$ cat src/rtl/ctrl_packet_dispatcher.sv
// Control packet dispatcher: FIFO-buffered decode and one-hot per-unit command issue with SYNC barrier.
// Define DISPATCH_STATS_EN to enable the issued_count / err_count statistics counters.
module ctrl_packet_dispatcher #(
  parameter int unsigned NUM_UNITS  = 4,
  parameter int unsigned FIFO_DEPTH = 4
) (
  input  logic                 clk,
  input  logic                 rst_n,
  input  logic                 pkt_valid,
  output logic                 pkt_ready,
  input  logic [13:0]          pkt_data,
  output logic [NUM_UNITS-1:0] unit_cmd_valid,
  input  logic [NUM_UNITS-1:0] unit_cmd_ready,
  output logic [2:0]           unit_op,
  output logic [2:0]           unit_comp,
  input  logic [NUM_UNITS-1:0] unit_busy,
  output logic                 sync_done,
  output logic                 err_valid,
  output logic [1:0]           err_code,
  output logic [15:0]          issued_count,
  output logic [7:0]           err_count
);
  localparam int unsigned AW       = $clog2(FIFO_DEPTH);
  localparam logic [AW:0] FULL_CNT = (AW+1)'(FIFO_DEPTH);
  localparam logic [2:0]  OP_NOP   = 3'd0;
  localparam logic [2:0]  OP_COMP  = 3'd3;
  localparam logic [2:0]  OP_SYNC  = 3'd4;

  typedef enum logic [1:0] {D_IDLE, D_ISSUE, D_SYNC_WAIT} state_t;

  // Reserved bits are never stored; only unit_id/op_code/comp_type go into the FIFO.
  logic [9:0]           r_mem [FIFO_DEPTH];
  logic [AW-1:0]        r_wptr;
  logic [AW-1:0]        r_rptr;
  logic [AW:0]          r_count;
  logic                 r_pkt_ready;
  state_t               r_state;
  logic [NUM_UNITS-1:0] r_cmd_valid;
  logic [2:0]           r_op;
  logic [2:0]           r_comp;
  logic                 r_sync_done;
  logic                 r_err_valid;
  logic [1:0]           r_err_code;

  logic                 w_push;
  logic                 w_pop;
  logic                 w_hs;
  logic [9:0]           w_head;
  logic [3:0]           w_uid;
  logic [2:0]           w_op;
  logic [2:0]           w_comp;
  logic [NUM_UNITS-1:0] w_onehot;
  logic [AW:0]          w_count_nxt;
  logic                 w_unused_rsvd;

  assign w_unused_rsvd = ^pkt_data[3:0];
  assign w_push = pkt_valid & r_pkt_ready;
  assign w_pop  = (r_state == D_IDLE) && (r_count != '0);
  assign w_hs   = |(r_cmd_valid & unit_cmd_ready);
  assign w_head = r_mem[r_rptr];
  assign w_uid  = w_head[9:6];
  assign w_op   = w_head[5:3];
  assign w_comp = w_head[2:0];

  always_comb begin
    w_onehot = '0;
    for (int unsigned i = 0; i < NUM_UNITS; i++)
      w_onehot[i] = (32'(w_uid) == i);
  end

  always_comb begin
    w_count_nxt = r_count;
    if (w_push && !w_pop)
      w_count_nxt = r_count + (AW+1)'(1);
    else if (!w_push && w_pop)
      w_count_nxt = r_count - (AW+1)'(1);
  end

  always_ff @(posedge clk) begin
    if (w_push)
      r_mem[r_wptr] <= pkt_data[13:4];
  end

  always_ff @(posedge clk or negedge rst_n) begin
    if (!rst_n) begin
      r_wptr      <= '0;
      r_rptr      <= '0;
      r_count     <= '0;
      r_pkt_ready <= 1'b0;
      r_state     <= D_IDLE;
      r_cmd_valid <= '0;
      r_op        <= '0;
      r_comp      <= '0;
      r_sync_done <= 1'b0;
      r_err_valid <= 1'b0;
      r_err_code  <= '0;
    end else begin
      r_count     <= w_count_nxt;
      r_pkt_ready <= (w_count_nxt != FULL_CNT);
      r_sync_done <= 1'b0;
      r_err_valid <= 1'b0;
      if (w_push)
        r_wptr <= r_wptr + AW'(1);
      if (w_pop)
        r_rptr <= r_rptr + AW'(1);
      case (r_state)
        D_IDLE: begin
          if (w_pop) begin
            // NOP and SYNC are mutually exclusive, so testing SYNC ahead of the unit_id check keeps decode priority.
            if (w_op > OP_SYNC) begin
              r_err_valid <= 1'b1;
              r_err_code  <= 2'b10;
            end else if (w_op == OP_SYNC) begin
              r_state <= D_SYNC_WAIT;
            end else if (w_op != OP_NOP) begin
              if (32'(w_uid) >= NUM_UNITS) begin
                r_err_valid <= 1'b1;
                r_err_code  <= 2'b01;
              end else if (w_op == OP_COMP && w_comp > 3'd3) begin
                r_err_valid <= 1'b1;
                r_err_code  <= 2'b11;
              end else begin
                r_cmd_valid <= w_onehot;
                r_op        <= w_op;
                r_comp      <= w_comp;
                r_state     <= D_ISSUE;
              end
            end
          end
        end
        D_ISSUE: begin
          if (w_hs) begin
            r_cmd_valid <= '0;
            r_op        <= '0;
            r_comp      <= '0;
            r_state     <= D_IDLE;
          end
        end
        D_SYNC_WAIT: begin
          if (unit_busy == '0) begin
            r_sync_done <= 1'b1;
            r_state     <= D_IDLE;
          end
        end
        default: r_state <= D_IDLE;
      endcase
    end
  end

`ifdef DISPATCH_STATS_EN
  logic [15:0] r_issued;
  logic [7:0]  r_errs;

  always_ff @(posedge clk or negedge rst_n) begin
    if (!rst_n) begin
      r_issued <= '0;
      r_errs   <= '0;
    end else begin
      if (w_hs)
        r_issued <= r_issued + 16'd1;
      if (r_err_valid && r_errs != '1)
        r_errs <= r_errs + 8'd1;
    end
  end

  assign issued_count = r_issued;
  assign err_count    = r_errs;
`else
  assign issued_count = '0;
  assign err_count    = '0;
`endif

  assign pkt_ready      = r_pkt_ready;
  assign unit_cmd_valid = r_cmd_valid;
  assign unit_op        = r_op;
  assign unit_comp      = r_comp;
  assign sync_done      = r_sync_done;
  assign err_valid      = r_err_valid;
  assign err_code       = r_err_code;

endmodule

$ cat config.mk
export PLATFORM = sky130hd
export DESIGN_NAME = ctrl_packet_dispatcher
export DESIGN_NICKNAME = d
export VERILOG_FILES = /design/src/rtl/ctrl_packet_dispatcher.sv
export SDC_FILE = /design/constraint.sdc
export NUM_CORES = 1
export LEC_CHECK = 0
export BUFFER_PORTS_ARGS = -buffer_cell sky130_fd_sc_hd__buf_2
export CORE_ASPECT_RATIO = 1.1
export CORE_MARGIN = 2
export CORE_UTILIZATION = 50
export DETAILED_ROUTE_END_ITERATION = 8
export HOLD_SLACK_MARGIN = 0.1
export PLACE_DENSITY = 0.81
export SLEW_MARGIN = 20
export SYNTH_ARGS = -nofsm -noshare
export SYNTH_HDL_FRONTEND = slang
export SYNTH_SLANG_ARGS = --single-unit
$ cat constraint.sdc
create_clock -name clk -period 5.1 [get_ports clk]
set_clock_uncertainty 0.2 [all_clocks]
set_input_delay 0.51 -clock clk [delete_from_list [all_inputs] [get_ports clk]]
set_output_delay 0.51 -clock clk [all_outputs]
set_load 0.05 [all_outputs]
==> impl_metrics.ini, run 1 <==
[outcome]
status = finished, final reports clean

[clock_network]
cts_tree = done
cts.repair.resized = 0
clock_path_buffers = 2
h-tree-depth = 3
clk_latency_ps = 330
cts_root_buffer = clkbuf_8
cts.reportedPaths.clkPinSlew_ps = 70
clock-sinks = 64
numCtsBuffers = 9

[yosys]
ys_ff_latch = 64
post-synth-top-count-cell = edfxtp_1
ys_top_cells_by_count = 40 x edfxtp_1, 24 x buf_4, 24 x dfrtp_1
async_reset_ff_share_pct = 37.5
synthesis.area_sq_mm = 0.00293
ys_types = 41
yosys-top-cells-area = edfxtp_1 41%, dfrtp_1 21%, buf_4 6.2%
synth_cells = 203
synth-seq-area-share_pct = 61.6
yosys.area.top_type = edfxtp_1
syn_avg_cell_area_sq_um = 14.4
synth_edf_count = 40
synth_top_area_share_pct = 41.0
yosys_warnings = 0
synth_ff_type = edfxtp_1

[flow_run]
drv_cap = 0

[placed_design]
io_buffers = 35
dp_hpwl_um = 3150
gp_congestion = 0.703
place_area_sq_mm = 0.00307
dp_cells = 307
post-place-ws_ps = 2260

[global_routing]
grt_start_max_net_pins = 25
track_usage_pct = 15.1
grt_pass1_vias = 1541
overflow = 0
antenna_found_initial = 0
grt_pass1_wl_um = 7370

[die]
initial_core_util_pct = 51.4
boundaryPins = 64
fp.dieH_um = 84.2
fp-row-count = 29
coreArea_sq_mm = 0.00570
die_area_sq_mm = 0.00648
die_x_um = 76.9

[sta]
whs_ps = 191
finalHoldViolCount = 0
clock.fmax_mhz = 347
drv_slew = 0
tns_ps = 0
worstMarginPinSlew_ps = 585
fin_crit_sh_pct = 56.5
slew_headroom_pct = 61.0
finalSetupViolations = 0
period_needed_ps = 2880
rsz0062_at_grt = false
worst_slack_ps = 2220

[critical_path]
r2r_setup_slack_ps = 2220
critPathMaxFanout = 11
crit_type = flop to flop
cp-end-kind = flop
required_ps = 5150
arrival_ps = 2930
cp-start-kind = flop

[cells_and_area]
area_growth_syn_to_layout_pct = 13.1
antennaDiodeCount = 0
drive_gt1_share_pct = 26.0
final_area_sq_mm = 0.00331
final_nets = 274
stdcell_count = 323

[drt]
drt_iter0_markers = 127
drtAntennaViolNets = 0
firstDrtPassIters = 4
drcViolationCount = 0
num_vias = 1640
drt-total-wl_um = 4540
wire_per_inst_um = 14.1
avgViaCountPerCell = 5.08

[hold_path]
hp-class = input port to flop

[power_and_ir_drop]
peakVddDrop_v = 0.000407
power_leakage_nw = 1.38
power_density_mw_per_mm2 = 651
-- where the power goes --
group	leakage, nW	total, mW	switching [mW]	internal [mW]
sequential	0.655	0.808	0.108	0.700
clock	0.119	0.506	0.186	0.321
combinational	0.607	0.841	0.532	0.308
total	1.38	2.16	0.826	1.33
-- metrics by stage --
step / total power [mW] / utilization [%]
2_1_floorplan: 1.51 / -
3_3_place_gp: 1.63 / 53.9
3_5_place_dp: 1.66 / 53.9
4_1_cts: 2.18 / 58.1
5_1_grt: 2.28 / 58.1
6_report: 2.16 / 58.1
-- final timing paths --
check | from | endpoint | depth (start not counted)
hold / removal | pkt_data[5] | r_mem[0][1]$_DFFE_PP_ | 1
hold reg to reg | unit_op[2]$_DFFE_PN0P_ | unit_op[2]$_DFFE_PN0P_ | 1
setup reg to reg | r_rptr[0]$_DFFE_PN0N_ | r_state[0]$_DFFE_PN0P_ | 5
max in group asynchronous | rst_n | unit_op[1]$_DFFE_PN0P_ | 2
min in group asynchronous | rst_n | unit_cmd_valid[0]$_DFFE_PN0P_ | 2
setup / recovery | r_rptr[0]$_DFFE_PN0N_ | r_state[0]$_DFFE_PN0P_ | 5
-- logic make-up after synthesis --
family	Yosys count	share of synthesized area, %
adders and majority gates	9	3.68
xor gates and xnor gates	6	1.80
DFF	64	61.6
AOI/OAI and AO/OA	16	4.70
other	1	0.128
muxes	15	10.1
buffers and inverters	39	8.42
and+or+nand+nor	53	9.58
-- critical path, cell delays in order, from the launching register on --
cell and delay (ps):
dfrtp_1 710, mux4_1 720, nand3_1 190, nand4_1 380, or3_1 440, a21oi_1 150
-- cells in the final DEF, fill, tap and decap left out, types with 5 or more instances in the layout --
cell type  count
edfxtp_1      40
clkbuf_8       9
buf_2         35
conb_1        24
inv_1          7
xnor2_1        5
nor2_1        10
ha_1           7
dfrtp_1       24
o311ai_1       5
nand2_1       16
mux4_1         5
nand3_1        8
-- flip-flops by register name (all words and copies together) (netlist names) --
| name | flops |
|---|---|
| r_count | 3 |
| r_wptr | 2 |
| err_code | 2 |
| unit_op | 3 |
| r_rptr | 2 |
| r_mem | 40 |
| sync_done | 1 |
| pkt_ready | 1 |
| r_state | 2 |
| err_valid | 1 |
| unit_comp | 3 |
| unit_cmd_valid | 4 |
-- cell type report --
cell class	count	area, sq um
clock buffers	9	124
clock inverters	6	109
fillers	460	2390
inverters	8	30.0
multi-input cells	123	965
flip-flops and latches	64	1800
well taps	77	96.3
repair buffers	36	185
-- repair_timing --
action / CTS / global route
buffers inserted: 0 / 0
endpoints found under the hold margin: 24 / 0
hold buffers: 1 / 0
-- per-layer routing --
metal,wire (um),global-route usage [%],vias to the layer above
met3,273,4.30,6
met4,63,8.76,0
met1,1950,18.8,799
met5,0,0,-
li1,-,-,776
met2,2260,23.6,59
Note: power is estimated with default switching activity, not from simulation.
==> run 2, diff against run 1 <==
==> constraint.sdc (replaced) <==
create_clock -name clk -period 2.9 [get_ports clk]
set_clock_uncertainty 0.2 [all_clocks]
set_input_delay 0.29 -clock clk [delete_from_list [all_inputs] [get_ports clk]]
set_output_delay 0.29 -clock clk [all_outputs]
set_load 0.05 [all_outputs]
==> run 2 against run 1 <==
Clock power rose by 30%. Cell count rose by 5.0%. Clock-buffer cell count did not move. Wire length rose by 10%. Die area did not move. Design area rose by 2.5%. Largest power group unchanged. Largest cell class unchanged. Worst hold slack got worse by 70 ps. Power rose by 67%. Fmax rose by 16%. Critical path depth rose by 1.
==> impl_metrics.ini, run 2 (synthesis results as in run 1) <==
[sta]
worstMarginPinSlew_ps = 539
finalHoldViolCount = 0
finalSetupViolations = 0
drv_slew = 0
slew_headroom_pct = 64.1
period_needed_ps = 2480
tns_ps = 0
rsz0062_at_grt = false
fin_crit_sh_pct = 85.5
worst_slack_ps = 419
clock.fmax_mhz = 403

[hold_path]
hold_depth = 4
hold_end = r_state[1]$_DFFE_PN0P_
hp-class = input port to flop
hp-start = unit_busy[1]

[die]
boundaryPins = 64
die_x_um = 76.9
coreArea_sq_mm = 0.00570
fp.dieH_um = 84.2
initial_core_util_pct = 51.4
die_area_sq_mm = 0.00648
fp-row-count = 29

[clock_network]
clk_latency_ps = 350
cts.reportedPaths.clkPinSlew_ps = 70
numCtsBuffers = 9
cts_root_buffer = clkbuf_8
cts_tree = done
postCtsSetupBuffers = 0
h-tree-depth = 3
clock_path_buffers = 2
clock-sinks = 64

[cells_and_area]
final_area_sq_mm = 0.00339
layout_commonest_cell = edfxtp_1
layout_common_cells = 40 x edfxtp_1, 35 x buf_2, 24 x conb_1, 24 x dfrtp_1, 16 x nand2_1
drive_gt1_share_pct = 25.2
area_growth_syn_to_layout_pct = 16.0
fill_cells = 452
final_nets = 289
regMostFlops = r_mem
largest_reg_flops = 40
antennaDiodeCount = 0

[global_routing]
overflow = 0
grt_pass1_wl_um = 8070
grt_pass1_vias = 1623
antenna_found_initial = 0
track_usage_pct = 17.2
grt_start_max_net_pins = 25

[critical_path]
crit_type = flop to flop
required_ps = 2930
cp-end-kind = flop
crit_start = r_rptr[0]$_DFFE_PN0N_
r2r_cells = 6
r2r-end = unit_cmd_valid[1]$_DFFE_PN0P_
slowest_stage = mux4_2
cp-start-kind = flop
r2r_start = r_rptr[0]$_DFFE_PN0N_
max_stage_delay_ps = 560
r2r_setup_slack_ps = 420
cp_cell_sequence = buf_4 > mux4_2 > clkinv_1 > a31oi_4 > nor3_4 > mux2_4
arrival_ps = 2510
critPathMaxFanout = 6

[drt]
drtAntennaViolNets = 0
firstDrtPassIters = 4
num_vias = 1687
drcViolationCount = 0
drt_iter0_markers = 98
wire_per_inst_um = 14.8
avgViaCountPerCell = 4.98
drt-total-wl_um = 5020

[power_and_ir_drop]
finalPower_mw = 3.60
power_leakage_nw = 1.41
power_density_mw_per_mm2 = 1060
peakVddDrop_v = 0.000456

[placed_design]
place_area_sq_mm = 0.00308
io_buffers = 35
post-place-ws_ps = 434
gp_congestion = 0.758
dp_hpwl_um = 3350

[outcome]
status = finished, final reports clean

[flow_run]
drv_cap = 0
-- run 2: per-stage QoR --
stage	std cells	util (%)	hold WS, ps
floorplan	226	-	-206
global placement	309	54.1	103
detailed placement	309	54.1	104
CTS	339	59.6	100
global route	339	59.6	171
finish	339	59.6	121
-- run 2: how the worst max path moves through the flow --
| stage | depth (start not counted) | slack, ps | to |
|---|---|---|---|
| after detailed placement | 6 | 430 | unit_cmd_valid[2]$_DFFE_PN0P_ |
| after global placement | 6 | 450 | unit_cmd_valid[2]$_DFFE_PN0P_ |
| after floorplan | 6 | 700 | unit_cmd_valid[0]$_DFFE_PN0P_ |
| after global routing | 6 | 290 | unit_cmd_valid[1]$_DFFE_PN0P_ |
| final | 6 | 420 | unit_cmd_valid[1]$_DFFE_PN0P_ |
| after CTS | 6 | 400 | unit_cmd_valid[1]$_DFFE_PN0P_ |
-- run 2: metal layers --
layer	track usage, %	vias up	share of wire (%)
met3	5.59	11	5.7
met2	28.2	71	50
met1	20.2	800	42
li1	-	805	-
met4	9.09	0	2.5
met5	0	-	0
-- run 2: layout make-up --
cell class	count	area (sq um)	area share, %
sequential	64	1800	53.1
clock inverter	7	47.5	1.40
multi-input combinational	123	965	28.4
timing repair buffer	51	330	9.73
clock buffer	9	124	3.65
inverter	8	30.0	0.885
tap	77	96.3	2.84
-- run 2: repair_timing --
item                                   4_1_cts  5_1_grt
resized for setup                            0        0
endpoints found under the hold margin       66        0
setup endpoints to repair                    0        0
hold buffers                                14        0
-- run 2: report_power, final --
part / total, mW / internal (mW) / switching, mW / leakage (nW)
Sequential: 1.41 / 1.23 / 0.179 / 0.655
Combinational: 1.53 / 0.569 / 0.958 / 0.668
Clock: 0.659 / 0.309 / 0.350 / 0.0870
Total: 3.60 / 2.11 / 1.49 / 1.41
-- run 2: critical path, delay by kind of cell, from the launching register on --
kind                   cells  cell delay, ps
muxes                      2             890
DFF                        1             520
buffers and inverters      2             370
and+or+nand+nor            1             280
AOI/OAI and AO/OA          1             100
==> run 3, diff against run 2 <==
--- a/config.mk
+++ b/config.mk
@@ -7,7 +7,6 @@
 export LEC_CHECK = 0
 export BUFFER_PORTS_ARGS = -buffer_cell sky130_fd_sc_hd__buf_2
 export CORE_ASPECT_RATIO = 1.1
-export CORE_MARGIN = 2
 export CORE_UTILIZATION = 50
 export DETAILED_ROUTE_END_ITERATION = 8
 export HOLD_SLACK_MARGIN = 0.1
==> run 3 against run 2 <==
First-iteration DRC count grew 31%. Utilization grew 2.4 points. Cell count shrank 0.59%. Sequential cell count is the same. Combinational power is essentially flat. Critical endpoint unchanged.
==> impl_metrics.ini, run 3 (synthesis results as in run 1) <==
[global_routing]
grt_pass1_vias = 1541
grt_start_max_net_pins = 25
grt_pass1_wl_um = 7490
overflow = 0
track_usage_pct = 17.8
antenna_found_initial = 0

[clock_network]
cts.repair.resized = 0
clock-sinks = 64
postCtsSetupBuffers = 0
numCtsBuffers = 9
cts_tree = done
clock_path_buffers = 2
h-tree-depth = 3
clk_latency_ps = 330
ctsHoldBuffers = 14
cts.reportedPaths.clkPinSlew_ps = 70
cts_root_buffer = clkbuf_8

[cells_and_area]
final_nets = 289
area_growth_syn_to_layout_pct = 16.4
layout_commonest_cell = edfxtp_1
layout_common_cells = 40 x edfxtp_1, 35 x buf_2, 24 x conb_1, 24 x dfrtp_1, 16 x nand2_1
drive_gt1_share_pct = 24.8
largest_reg_flops = 40
regMostFlops = r_mem
antennaDiodeCount = 0
final_area_sq_mm = 0.00341

[power_and_ir_drop]
peakVddDrop_v = 0.000508
combPwrFrac_pct = 41.9
swShare_pct = 40.0
pwr-share-clk_pct = 19.6
power_leakage_nw = 1.41
p_sw_mw = 1.46
power_density_mw_per_mm2 = 1070
seqPwrFrac_pct = 38.5
p_int_mw = 2.19

[outcome]
status = finished, final reports clean

[critical_path]
r2r_cells = 6
arrival_ps = 2500
r2r_start = r_rptr[0]$_DFFE_PN0N_
cp-end-kind = flop
required_ps = 2920
critPathMaxFanout = 6
r2r-end = unit_cmd_valid[1]$_DFFE_PN0P_
cp-start-kind = flop
crit_start = r_rptr[0]$_DFFE_PN0N_
crit_path_end = unit_cmd_valid[1]$_DFFE_PN0P_
r2r_setup_slack_ps = 420
crit_type = flop to flop

[drt]
drcViolationCount = 0
avgViaCountPerCell = 4.98
num_vias = 1677
firstDrtPassIters = 4
wire_per_inst_um = 14.0
drtAntennaViolNets = 0
drt-total-wl_um = 4730
drt_iter0_markers = 128

[die]
initial_core_util_pct = 53.2
fp.dieH_um = 82.2
die_area_sq_mm = 0.00616
boundaryPins = 64
coreArea_sq_mm = 0.00550
die_x_um = 74.9
fp-row-count = 28

[placed_design]
place_area_sq_mm = 0.00308
dp_hpwl_um = 3130
gp_congestion = 0.724
io_buffers = 35

[sta]
slew_headroom_pct = 63.9
finalHoldViolCount = 0
finalSetupViolations = 0
rsz0062_at_grt = false
period_needed_ps = 2480
fin_crit_sh_pct = 85.6
worstMarginPinSlew_ps = 541
drv_slew = 0
tns_ps = 0
clock.fmax_mhz = 403

[hold_path]
hp-class = input port to flop

[flow_run]
drv_cap = 0
==> run 3: cell types whose count changed in the layout (fill, tap and decap cells not counted) <==
cell        change
clkinv_1        +1
inv_6           -1
bufinv_16       +1
clkinv_4        -2
clkinvlp_4      +1
==> run 3: metrics by stage <==
| step | power, mW | util (%) | setup slack [ps] | cells | hold slack (ps) |
|---|---|---|---|---|---|
| 2_1_floorplan | 2.66 | - | 701 | 226 | -206 |
| 3_3_place_gp | 2.90 | 56.0 | 449 | 307 | 104 |
| 3_5_place_dp | 2.95 | 56.0 | 417 | 307 | 105 |
| 4_1_cts | 3.68 | 61.9 | 407 | 337 | 109 |
| 5_1_grt | 3.87 | 61.9 | 341 | 337 | 137 |
| 6_report | 3.65 | 61.9 | 419 | 337 | 119 |
==> run 3: power by group through the flow <==
| stage | registers (mW) | logic, mW | clock network (mW) |
|---|---|---|---|
| after floorplan | 1.57 | 1.09 | 0 |
| after global placement | 1.42 | 1.48 | 0 |
| after detailed placement | 1.42 | 1.53 | 0 |
| after CTS | 1.41 | 1.55 | 0.730 |
| after global routing | 1.44 | 1.67 | 0.765 |
| final | 1.41 | 1.53 | 0.716 |
==> run 3: cell type report <==
| type | instances | area, sq um |
|---|---|---|
| fillers | 428 | 2090 |
| flip-flops and latches | 64 | 1800 |
| multi-input cells | 123 | 965 |
| repair buffers | 51 | 330 |
| clock buffers | 9 | 124 |
| well taps | 75 | 93.8 |
| clock inverters | 7 | 62.6 |
| inverters | 8 | 30.0 |
==> run 3: layer usage <==
layer / global-route usage (%) / vias up / routed length (um)
met3: 4.37 / 8 / 211
met1: 22.5 / 804 / 2150
li1: - / 803 / -
met5: 0 / - / 0
met2: 27.5 / 62 / 2260
met4: 11.3 / 0 / 101
==> run 3: worst min-delay path by stage <==
| stage | cells after the start | end | slack, ps | from |
|---|---|---|---|---|
| 3_5_place_dp | 1 | unit_cmd_valid[3]$_DFFE_PN0P_ | 110 | rst_n |
| 6_report | 4 | r_state[0]$_DFFE_PN0P_ | 120 | unit_cmd_ready[3] |
| 2_1_floorplan | 0 | err_code[0]$_DFFE_PN0P_ | -210 | rst_n |
| 4_1_cts | 4 | r_state[0]$_DFFE_PN0P_ | 110 | unit_cmd_ready[3] |
| 5_1_grt | 4 | r_state[0]$_DFFE_PN0P_ | 140 | unit_cmd_ready[3] |
| 3_3_place_gp | 1 | unit_cmd_valid[2]$_DFFE_PN0P_ | 100 | rst_n |
==> run 3: critical path, cell delays in order (launching register included) <==
cell and delay (ps):
dfrtp_1 530, buf_4 240, mux4_2 570, clkinv_1 130
a31oi_4 100, nor3_4 270, mux2_4 330
